[src/rtl/taxi_qsfp_mod_ctrl.sv]
// QSFP28 per-cage management sequencer: debounces ModPrsL, pulses ResetL,
// waits t_init, then selects the module and forwards LPMode and IntL.
module taxi_qsfp_mod_ctrl #(
  parameter int unsigned DEBOUNCE_CYC     = 125000,
  parameter int unsigned RESET_ASSERT_CYC = 1250,
  parameter int unsigned INIT_CYC         = 250000000,
  parameter int unsigned CNT_W            = 28
) (
  input  logic        clk,
  input  logic        rst_n,
  input  logic        qsfp_modprsl,
  input  logic        qsfp_intl,
  output logic        qsfp_resetl,
  output logic        qsfp_lpmode,
  output logic        qsfp_modsell,
  input  logic        cfg_enable,
  input  logic        cfg_lpmode,
  input  logic        cmd_reset,
  output logic        mod_present,
  output logic        mod_ready,
  output logic        irq,
  output logic [2:0]  state,
  output logic [15:0] stat_insert_count
);

  typedef enum logic [2:0] {
    ST_ABSENT   = 3'd0,
    ST_DEBOUNCE = 3'd1,
    ST_RESET    = 3'd2,
    ST_INIT     = 3'd3,
    ST_READY    = 3'd4
  } state_t;

  localparam logic [CNT_W-1:0] DEB_LAST = CNT_W'(DEBOUNCE_CYC - 1);
  localparam logic [CNT_W-1:0] RST_LAST = CNT_W'(RESET_ASSERT_CYC - 1);
  localparam logic [CNT_W-1:0] INI_LAST = CNT_W'(INIT_CYC - 1);

  logic prs_s1_q, prs_s2_q;
  logic intl_s1_q, intl_s2_q, intl_prev_q;

  state_t           state_q, state_d;
  logic [CNT_W-1:0] timer_q, timer_d;
  logic [15:0]      count_q, count_d;

  logic resetl_q, lpmode_q, modsell_q;
  logic ready_q, irq_q;
  logic present, lost;

  // Sync FFs reset to the idle (high) level so reset reads as absent
  always_ff @(posedge clk or negedge rst_n) begin
    if (!rst_n) begin
      prs_s1_q    <= 1'b1;
      prs_s2_q    <= 1'b1;
      intl_s1_q   <= 1'b1;
      intl_s2_q   <= 1'b1;
      intl_prev_q <= 1'b1;
    end else begin
      prs_s1_q    <= qsfp_modprsl;
      prs_s2_q    <= prs_s1_q;
      intl_s1_q   <= qsfp_intl;
      intl_s2_q   <= intl_s1_q;
      intl_prev_q <= intl_s2_q;
    end
  end

  assign present = !prs_s2_q;
  assign lost    = !present || !cfg_enable;

  always_comb begin
    state_d = state_q;
    timer_d = timer_q;
    count_d = count_q;
    unique case (state_q)
      ST_ABSENT: begin
        if (present && cfg_enable) begin
          state_d = ST_DEBOUNCE;
          timer_d = '0;
        end
      end
      ST_DEBOUNCE: begin
        if (lost) begin
          state_d = ST_ABSENT;
          timer_d = '0;
        end else if (timer_q == DEB_LAST) begin
          state_d = ST_RESET;
          timer_d = '0;
          if (count_q != 16'hffff) count_d = count_q + 16'd1;
        end else begin
          timer_d = timer_q + 1'b1;
        end
      end
      ST_RESET: begin
        if (lost) begin
          state_d = ST_ABSENT;
          timer_d = '0;
        end else if (timer_q == RST_LAST) begin
          state_d = ST_INIT;
          timer_d = '0;
        end else begin
          timer_d = timer_q + 1'b1;
        end
      end
      ST_INIT: begin
        if (lost) begin
          state_d = ST_ABSENT;
          timer_d = '0;
        end else if (cmd_reset) begin
          state_d = ST_RESET;
          timer_d = '0;
        end else if (timer_q == INI_LAST) begin
          state_d = ST_READY;
          timer_d = '0;
        end else begin
          timer_d = timer_q + 1'b1;
        end
      end
      ST_READY: begin
        if (lost) begin
          state_d = ST_ABSENT;
          timer_d = '0;
        end else if (cmd_reset) begin
          state_d = ST_RESET;
          timer_d = '0;
        end
      end
      default: begin
        state_d = ST_ABSENT;
        timer_d = '0;
      end
    endcase
  end

  // Module pins are decoded from the next state so they move with it
  always_ff @(posedge clk or negedge rst_n) begin
    if (!rst_n) begin
      state_q   <= ST_ABSENT;
      timer_q   <= '0;
      count_q   <= '0;
      resetl_q  <= 1'b0;
      lpmode_q  <= 1'b1;
      modsell_q <= 1'b1;
      ready_q   <= 1'b0;
      irq_q     <= 1'b0;
    end else begin
      state_q   <= state_d;
      timer_q   <= timer_d;
      count_q   <= count_d;
      resetl_q  <= (state_d == ST_INIT) || (state_d == ST_READY);
      lpmode_q  <= (state_d == ST_READY) ? cfg_lpmode : 1'b1;
      modsell_q <= (state_d != ST_READY);
      ready_q   <= (state_d == ST_READY);
      irq_q     <= (state_q == ST_READY) && intl_prev_q && !intl_s2_q;
    end
  end

  assign qsfp_resetl       = resetl_q;
  assign qsfp_lpmode       = lpmode_q;
  assign qsfp_modsell      = modsell_q;
  assign mod_present       = present;
  assign mod_ready         = ready_q;
  assign irq               = irq_q;
  assign state             = state_q;
  assign stat_insert_count = count_q;

endmodule

[config.mk]
export PLATFORM = sky130hd
export DESIGN_NAME = taxi_qsfp_mod_ctrl
export DESIGN_NICKNAME = d
export VERILOG_FILES = /design/src/rtl/taxi_qsfp_mod_ctrl.sv
export SDC_FILE = /design/constraint.sdc
export NUM_CORES = 1
export LEC_CHECK = 0
export CORE_MARGIN = 1
export CORE_UTILIZATION = 40
export CTS_CLUSTER_SIZE = 14
export DETAILED_ROUTE_END_ITERATION = 8
export GPL_ROUTABILITY_DRIVEN = 0
export PLACE_DENSITY = 0.6
export SKIP_LAST_GASP = 1
export SYNTH_ARGS = -nofsm -noshare
export SYNTH_HDL_FRONTEND = slang
export SYNTH_SLANG_ARGS = --single-unit
[constraint.sdc]
create_clock -name clk -period 6.1 [get_ports clk]
set_input_delay 0.61 -clock clk [delete_from_list [all_inputs] [get_ports clk]]
set_output_delay 0.61 -clock clk [all_outputs]
set_load 0.02 [all_outputs]
==> flow_summary.json <==
{
  "status": "finished clean",
  "synthDistinctLibCells": 49,
  "drt_first_iter_violations": 144,
  "synth_area_leaders": "dfrtp_1, dfstp_2, nand2_1",
  "cts_resized": 0,
  "netlist.area_leader.share_pct": 41.4,
  "cts_inserted_buffers": 9,
  "end_kind": "flip-flop",
  "clock_sinks": 57,
  "p_comb_share_pct": 6.1,
  "drc": 0,
  "viasPerCell": 5.44,
  "cts_buffer_depth": 2,
  "ys_ff_latch": 57,
  "worst_slew_pin_slew_ns": 1.04,
  "hold_buffers": 0,
  "maxCapViolations": 0,
  "finish.net_count": 358,
  "cts_tree": "built",
  "reg2reg_depth": 6,
  "synth_enable_flop_cells": 0,
  "drv_slew": 0,
  "die_w_um": 88.9,
  "final_util_pct": 48.9,
  "ant_nets": 0,
  "cp.arrival_ns": 3.22,
  "cpPeakStageDelay_ns": 0.84,
  "final_cell_mix": "dfrtp_1, nand2_1, clkdlybuf4s50_1",
  "crit_top_cell": "or3_1",
  "wire_per_inst_um": 14.8,
  "pin_count": 32,
  "hpwlAfterDp_mm": 4.61,
  "drive_gt1_share_pct": 9.92,
  "final_common_cell": "dfrtp_1",
  "start_util_pct": 41.5,
  "final.setup.tns_ns": 0,
  "io_buffers": 31,
  "slew_headroom_pct": 30.4,
  "syn_area_per_cell_sq_um": 9.51,
  "rsz0062_at_grt": "false",
  "leakage_nw": 1.42,
  "dieArea_sq_mm": 0.00791,
  "grt_antenna_before_repair": 0,
  "grt_pass1_vias": 2281,
  "async_flop_share_pct": 100,
  "cts_root_buffer": "clkbuf_8",
  "p_sw_share_pct": 24.9,
  "cp-start-kind": "flip-flop",
  "clockPowerShare_pct": 42.3,
  "fin_crit_ns": 2.99,
  "ys_seq_area_share_pct": 47.5,
  "ir_drop_v": 0.0000832,
  "path_cells": "or3_1 > or3_1 > o211a_1 > o31ai_4 > o21ai_0 > a22o_1",
  "syn_nets": 328,
  "min_path_type": "flip-flop to flip-flop",
  "syn_to_final_growth_pct": 18.0,
  "htreeDepth": 3,
  "dr.pass1.iters": 4,
  "core_sq_mm": 0.00729,
  "wl_mm": 6.67,
  "clkTransAtPathRegs_ns": 0.07,
  "rows": 31,
  "n_antenna_cell": 0,
  "synth_area_leader_cell": "dfrtp_1",
  "grt_max_degree": 58,
  "hold_violations": 0,
  "syn_inst": 318,
  "synth_area_sq_mm": 0.00302,
  "p_sw_mw": 0.189,
  "fin_crit_sh_pct": 49.0,
  "track_usage_pct": 18.5,
  "fmax_mhz": 334,
  "vias": 2457,
  "dominantRegCellSynth": "dfrtp_1",
  "n_fill_cell": 731,
  "grt_pass1_wl_mm": 11.1,
  "p_int_mw": 0.570,
  "critPathRequiredTime_ns": 6.33,
  "worstHoldPathCells": 0,
  "clock_latency_ns": 0.34,
  "path_max_fanout": 26,
  "grt.overflow.total": 0,
  "p_per_area_mw_per_mm2": 213,
  "critPathKind": "flip-flop to flip-flop",
  "setup_viol_count_final": 0,
  "yosysWarnings": 0,
  "cts_setup_buffers": 0,
  "power_frac_seq_pct": 51.5,
  "die_h_um": 88.9,
  "slowest_stage": "o31ai_4",
  "skew_ns": 0.00830
}
-- cell type report --
class	instances	area (sq um)	area share, %
multi-input cells	233	1450	40.8
flip-flops and latches	57	1440	40.2
repair buffers	33	320	8.98
clock buffers	11	151	4.24
well taps	99	124	3.47
inverters	14	52.6	1.47
clock inverters	5	30.0	0.842
-- per-stage QoR --
| step | instance area (sq um) | power, mW | hold slack, ns | setup WS (ns) | std cells |
|---|---|---|---|---|---|
| final | 3570 | 0.759 | 0.357 | 3.11 | 452 |
| after global routing | 3570 | 0.796 | 0.364 | 2.86 | 452 |
| after CTS | 3570 | 0.771 | 0.359 | 3.11 | 452 |
| after detailed placement | 3390 | 0.446 | 0.351 | 3.08 | 436 |
| after global placement | 3390 | 0.445 | 0.346 | 3.11 | 436 |
| after floorplan | 3020 | 0.421 | 0.314 | 3.82 | 318 |
-- routing by layer --
layer	up-vias	share of wire, %	GRT usage, %
li1	1209	-	-
met1	1169	50	25.4
met2	61	43	28.2
met3	18	4.5	4.16
met4	0	2.5	7.94
met5	-	0	0
-- cells in the mapped netlist, types with 3 or more instances --
| cell | count |
|---|---|
| a21o_1 | 9 |
| a21oi_1 | 7 |
| a22o_1 | 4 |
| and3_1 | 4 |
| buf_2 | 3 |
| buf_6 | 4 |
| clkbuf_1 | 7 |
| dfrtp_1 | 50 |
| dfstp_2 | 7 |
| ha_1 | 3 |
| inv_1 | 14 |
| nand2_1 | 36 |
| nand2b_1 | 3 |
| nand3_1 | 19 |
| nand4_1 | 13 |
| nor2_1 | 18 |
| nor3_1 | 17 |
| nor4_1 | 6 |
| nor4b_1 | 3 |
| o21ai_0 | 6 |
| o21ai_1 | 12 |
| or2_2 | 4 |
| or3_1 | 12 |
| xnor2_1 | 13 |
| xor2_1 | 8 |
-- cell families after synthesis --
group	count (synthesis)	synth area share, %
adders and majority gates	3	1.24
AOI/OAI and AO/OA	58	13.3
DFF	57	47.5
muxes	3	1.03
xor gates and xnor gates	21	6.08
buffers and inverters	28	4.59
and+or+nand+nor	148	26.2
-- registers in the layout, summed over array words and instances, names as in the netlist --
name               flops
qsfp_lpmode            1
mod_ready              1
prs_s1_q               1
qsfp_modsell           1
timer_q               28
prs_s2_q               1
stat_insert_count     16
irq                    1
qsfp_resetl            1
intl_s1_q              1
intl_s2_q              1
intl_prev_q            1
state                  3
-- power groups by stage --
stage	Combinational, mW	Clock [mW]	Sequential (mW)
3_3_place_gp	0.0470	0	0.398
5_1_grt	0.0518	0.353	0.392
2_1_floorplan	0.0202	0	0.401
6_report	0.0466	0.321	0.391
4_1_cts	0.0475	0.332	0.391
3_5_place_dp	0.0473	0	0.398
-- worst max-delay path: cells and delay by family (launching register included) --
kind,cells,cell delay (ns)
simple gates,2,0.81
compound gates,4,1.59
flops,1,0.47
-- final timing paths --
path | end | slack, ns | start
setup reg to reg | timer_q[6]$_DFFE_PN0P_ | 3.11 | timer_q[11]$_DFFE_PN0P_
min in group asynchronous | stat_insert_count[11]$_DFFE_PN0P_ | 0.38 | rst_n
max in group asynchronous | stat_insert_count[9]$_DFFE_PN0P_ | 5.20 | rst_n
setup / recovery | timer_q[6]$_DFFE_PN0P_ | 3.11 | timer_q[11]$_DFFE_PN0P_
hold reg to reg | prs_s2_q$_DFF_PN1_ | 0.36 | prs_s1_q$_DFF_PN1_
hold / removal | prs_s2_q$_DFF_PN1_ | 0.36 | prs_s1_q$_DFF_PN1_
No activity file was read; power rests on OpenSTA's default activity.
